[config.mk]
export PLATFORM = sky130hd
export DESIGN_NAME = conv_window_loader
export DESIGN_NICKNAME = d
export VERILOG_FILES = /design/src/rtl/conv_window_loader.sv
export SDC_FILE = /design/constraint.sdc
export NUM_CORES = 1
export LEC_CHECK = 0
export CAP_MARGIN = 20
export CORE_AREA = 2 2 64 111
export DETAILED_ROUTE_END_ITERATION = 16
export DIE_AREA = 0 0 66 113
export GPL_ROUTABILITY_DRIVEN = 1
export GPL_TIMING_DRIVEN = 0
export MAX_ROUTING_LAYER = met4
export PLACE_DENSITY_LB_ADDON = 0.15
export REMOVE_ABC_BUFFERS = 1
export SKIP_CTS_REPAIR_TIMING = 1
export SKIP_LAST_GASP = 1
export SYNTH_ARGS = -nofsm -noshare
export SYNTH_HDL_FRONTEND = slang
export SYNTH_SLANG_ARGS = --single-unit
[constraint.sdc]
create_clock -name clk -period 2.96 [get_ports clk]
set_clock_uncertainty 0.15 [all_clocks]
set_input_delay 0.592 -clock clk [delete_from_list [all_inputs] [get_ports clk]]
set_output_delay 0.592 -clock clk [all_outputs]
set_load 0.005 [all_outputs]
[src/rtl/conv_window_loader.sv]
// Feeder for the 4-tap convolution: loads h0..h3, then presents sliding 4-sample windows.
// Optional: define CONV_LOADER_WIN_CNT_EN to add the win_count window-transfer counter.
module conv_window_loader #(
    parameter int DATA_W = 6,
    parameter int STRIDE = 1
) (
    input  logic              clk,
    input  logic              rst,
    input  logic              kload,
    input  logic [DATA_W-1:0] in_data,
    input  logic              in_valid,
    output logic              in_ready,
    output logic [DATA_W-1:0] h0,
    output logic [DATA_W-1:0] h1,
    output logic [DATA_W-1:0] h2,
    output logic [DATA_W-1:0] h3,
    output logic [DATA_W-1:0] x0,
    output logic [DATA_W-1:0] x1,
    output logic [DATA_W-1:0] x2,
    output logic [DATA_W-1:0] x3,
    output logic              win_valid,
    input  logic              win_ready
`ifdef CONV_LOADER_WIN_CNT_EN
    ,
    output logic [15:0]       win_count
`endif
);

    localparam logic [1:0] K_LOAD  = 2'd0;
    localparam logic [1:0] D_FILL  = 2'd1;
    localparam logic [1:0] PRESENT = 2'd2;
    localparam logic [1:0] SLIDE   = 2'd3;
    localparam logic [2:0] SLIDE_LAST = 3'(STRIDE - 1);

    generate
        if (STRIDE < 1 || STRIDE > 4) begin : g_bad_stride
            $error("conv_window_loader: STRIDE must be in 1..4");
        end
    endgenerate

    logic [1:0]        r_state;
    logic [2:0]        r_cnt;
    logic [DATA_W-1:0] r_h [4];
    logic [DATA_W-1:0] r_x [4];
    logic              w_in_xfer;
    logic              w_win_xfer;
    logic              w_shift;
    logic              w_klast;

    // No bypass: input is refused while a window is on offer.
    assign in_ready   = !rst && !kload && (r_state != PRESENT);
    assign win_valid  = (r_state == PRESENT);
    assign w_in_xfer  = in_valid && in_ready;
    assign w_win_xfer = win_valid && win_ready && !kload;
    assign w_shift    = w_in_xfer && (r_state == D_FILL || r_state == SLIDE);
    assign w_klast    = w_in_xfer && (r_state == K_LOAD) && (r_cnt == 3'd3);

    always_ff @(posedge clk or posedge rst) begin
        if (rst) begin
            r_state <= K_LOAD;
            r_cnt   <= '0;
        end else if (kload) begin
            r_state <= K_LOAD;
            r_cnt   <= '0;
        end else begin
            case (r_state)
                K_LOAD: if (w_in_xfer) begin
                    if (r_cnt == 3'd3) begin
                        r_state <= D_FILL;
                        r_cnt   <= '0;
                    end else begin
                        r_cnt <= r_cnt + 3'd1;
                    end
                end
                D_FILL: if (w_in_xfer) begin
                    if (r_cnt == 3'd3) begin
                        r_state <= PRESENT;
                        r_cnt   <= '0;
                    end else begin
                        r_cnt <= r_cnt + 3'd1;
                    end
                end
                PRESENT: if (w_win_xfer) begin
                    r_state <= SLIDE;
                    r_cnt   <= '0;
                end
                SLIDE: if (w_in_xfer) begin
                    if (r_cnt == SLIDE_LAST) begin
                        r_state <= PRESENT;
                        r_cnt   <= '0;
                    end else begin
                        r_cnt <= r_cnt + 3'd1;
                    end
                end
                default: r_state <= K_LOAD;
            endcase
        end
    end

    // Coefficients survive kload; they are only overwritten by a new load.
    always_ff @(posedge clk or posedge rst) begin
        if (rst) begin
            for (int i = 0; i < 4; i++) r_h[i] <= '0;
        end else if (w_in_xfer && r_state == K_LOAD) begin
            r_h[r_cnt[1:0]] <= in_data;
        end
    end

    always_ff @(posedge clk or posedge rst) begin
        if (rst) begin
            for (int i = 0; i < 4; i++) r_x[i] <= '0;
        end else if (kload || w_klast) begin
            for (int i = 0; i < 4; i++) r_x[i] <= '0;
        end else if (w_shift) begin
            r_x[0] <= r_x[1];
            r_x[1] <= r_x[2];
            r_x[2] <= r_x[3];
            r_x[3] <= in_data;
        end
    end

`ifdef CONV_LOADER_WIN_CNT_EN
    always_ff @(posedge clk or posedge rst) begin
        if (rst)             win_count <= '0;
        else if (w_win_xfer) win_count <= win_count + 16'd1;
    end
`endif

    assign h0 = r_h[0];
    assign h1 = r_h[1];
    assign h2 = r_h[2];
    assign h3 = r_h[3];
    assign x0 = r_x[0];
    assign x1 = r_x[1];
    assign x2 = r_x[2];
    assign x3 = r_x[3];

endmodule
==> results.yml <==
critical_path:
  critPathMaxFanout: 11
  worst_path_max_delay_cell: "clkdlybuf4s50_1"
  rr_worst_depth: 3
  critPathArrivalTime_ps: 2010
  reg2reg_from: "r_state[1]"
  slowest_delay_ps: 630
  cp_cell_sequence: "clkdlybuf4s50_1 -> nor3_1 -> clkdlybuf4s50_1"
  cp-start-kind: "input port"
  critPathRequiredTime_ps: 2220
  critical_path_buf_inv_count: 2
  cpMostUsedCell: "clkdlybuf4s50_1"
  timing.rr.end: "x2[4]"
  r2r_slack_ps: 950
  crit_family: "buffers and inverters"
  crit_type: "in -> out"
  endpoint_kind: "output pin"
power:
  pwr-share-seq_pct: 49.1
  p_switching_mw: 0.398
  p_leak_nw: 1.33
  cellPowerDensity_mw_per_mm2: 549
  power_mw: 1.72
  power.share.clock_pct: 32.8
  p_int_mw: 1.32
  p_comb_share_pct: 18.1
  swShare_pct: 23.1
  peakVddDrop_mv: 0.242
yosys:
  ys_seq_elements: 53
  synth_area_leaders: "dfrtp_1 58%, mux2_2 12%, nand2_1 8.0%"
  synth-warning-count: 0
  synth_top_area_share_pct: 58.0
  synth_edf_count: 0
  synth-seq-area-share_pct: 58.0
  synth_area_sq_mm: 0.00229
  synth_cells: 203
  synth.most_common_cell: "dfrtp_1"
  synth_common_cells: "53 x dfrtp_1, 49 x nand2_1, 24 x a21oi_1, 24 x mux2_2, 7 x inv_1"
  synthFlopType: "dfrtp_1"
  yosysUniqueCellTypes: 30
  synth_top_area_cell: "dfrtp_1"
  syn_avg_cell_area_sq_um: 11.3
  ys_async_sr_fraction_pct: 100
cells_and_area:
  antenna_cells: 0
  layout-drive-gt1-share_pct: 14.4
  nFillCells: 640
  syn2layout_area_growth_pct: 37.2
  fin_cells: 345
  num-nets-final: 279
  fin_area_sq_mm: 0.00314
  post-route-util_pct: 48.0
routing:
  num_vias: 1656
  wl_per_cell_um: 14.4
  via_per_inst: 4.80
  wl_um: 4960
  drt_iter0_drc: 115
  ant_nets: 0
  remaining_drc_errors: 0
  drt_pass1_iterations: 4
cts:
  root_buffer: "clkbuf_16"
  cts.clk_slew.worst_paths_ps: 70
  cts_tree: "built"
  cts_buffer_depth: 2
  clock_sinks: 53
  clkLatencyLatePin_ps: 280
  cts_made_buffers: 5
  htreeDepth: 2
floorplanning:
  rows: 39
  io_pins: 61
  die_h_um: 113
  start_util_pct: 35.0
  dieArea_sq_mm: 0.00746
  die_w_um: 66
  core_area_sq_mm: 0.00654
sta:
  period_minus_slack_ps: 2760
  min_period_over_period_pct: 93.1
  rsz0062_at_grt: "false"
  setup_tns_ps: 0
  fmax_ghz: 0.363
  hold_viol_final: 0
  slew_violations: 0
  slew_headroom_pct: 47.2
  finalWorstSetupSlack_ps: 204
  holdWs_ps: 356
  setup_viol: 0
  tightestPinTransition_ps: 792
placement:
  dp_cells: 336
  place_congestion: 0.781
  place_hpwl_um: 3550
  dpl-instance-area_sq_mm: 0.00298
  io_buffers: 60
  pre_cts_slack_ps: -42.7
flow_run:
  drv_cap: 0
global_route:
  grt_overflow: 0
  track_usage_pct: 14.7
  grt_max_degree: 34
  grt_pass1_vias: 1587
  grt_pass1_wl_um: 8190
  antenna_found_initial: 0
worst_hold_path:
  hp-start: "h0[5]"
  hold-path-cell-count: 1
  hold-path-endpoint: "h0[5]"
  hp-class: "reg -> reg"
status:
  status: "finished clean"
cell type report:
type	instances	area, sq um	share of cell area (%)
Timing Repair Buffer	63	651	20.7
Sequential cell	53	1330	42.3
Clock buffer	6	129	4.11
Multi-Input combinational cell	132	887	28.3
Clock inverter	2	15.0	0.479
Tap cell	82	103	3.27
Inverter	7	26.3	0.838
power groups by stage:
stage / registers, mW / logic, mW / clock network [mW]
floorplan: 0.860 / 0.105 / 0
global placement: 0.861 / 0.310 / 0
detailed placement: 0.863 / 0.318 / 0
CTS: 0.849 / 0.319 / 0.580
global route: 0.858 / 0.338 / 0.610
finish: 0.847 / 0.311 / 0.565
state kept, by name (all words and copies together), names as in the netlist:
name,flops
r_state,2
x2,6
h3,6
h1,6
x0,6
x1,6
x3,6
r_cnt,3
h2,6
h0,6
cells by family (layout without fill, tap and decap cells):
kind of cell	Yosys count	in the layout	synth area share [%]
AND/OR/NAND/NOR	67	67	13.8
flip-flops	53	53	58.0
AO/OA/AOI/OAI	34	34	8.81
multiplexers	25	25	12.3
buffers and inverters	18	78	3.83
adder cells (fa/ha/maj)	6	6	3.28
layout by cell type, fill, tap and decap left out, types with 3 or more instances in the layout:
| cell | synthesis | routed |
|---|---|---|
| a21oi_1 | 24 | 24 |
| clkbuf_16 | 0 | 5 |
| clkdlybuf4s50_1 | 0 | 60 |
| dfrtp_1 | 53 | 53 |
| ha_1 | 6 | 6 |
| inv_1 | 7 | 6 |
| mux2_2 | 24 | 24 |
| nand2_1 | 49 | 49 |
| nand3_1 | 4 | 4 |
| nor2_1 | 3 | 3 |
per-layer routing:
metal  track usage (%)  wire length, um
met5                 -                0
met4              5.31               78
met3              2.49              182
met2              23.6             2550
met1              18.7             2140
worst max-delay path by stage:
stage                     start  endpoint  slack [ps]  cells after the start
after global placement    kload     x2[3]       -1760                      4
final                     kload  in_ready         200                      3
after floorplan             rst     x0[0]          90                      3
after detailed placement  kload     x0[3]         -40                      4
after CTS                 kload  in_ready         190                      3
after global routing      kload  in_ready         120                      3
worst register-to-register path, stage by stage (launching register included):
cell and delay, ps:
dfrtp_1 500, nor4b_4 420, a21o_1 700, a21oi_1 90
(Power assumes the default switching activity.)
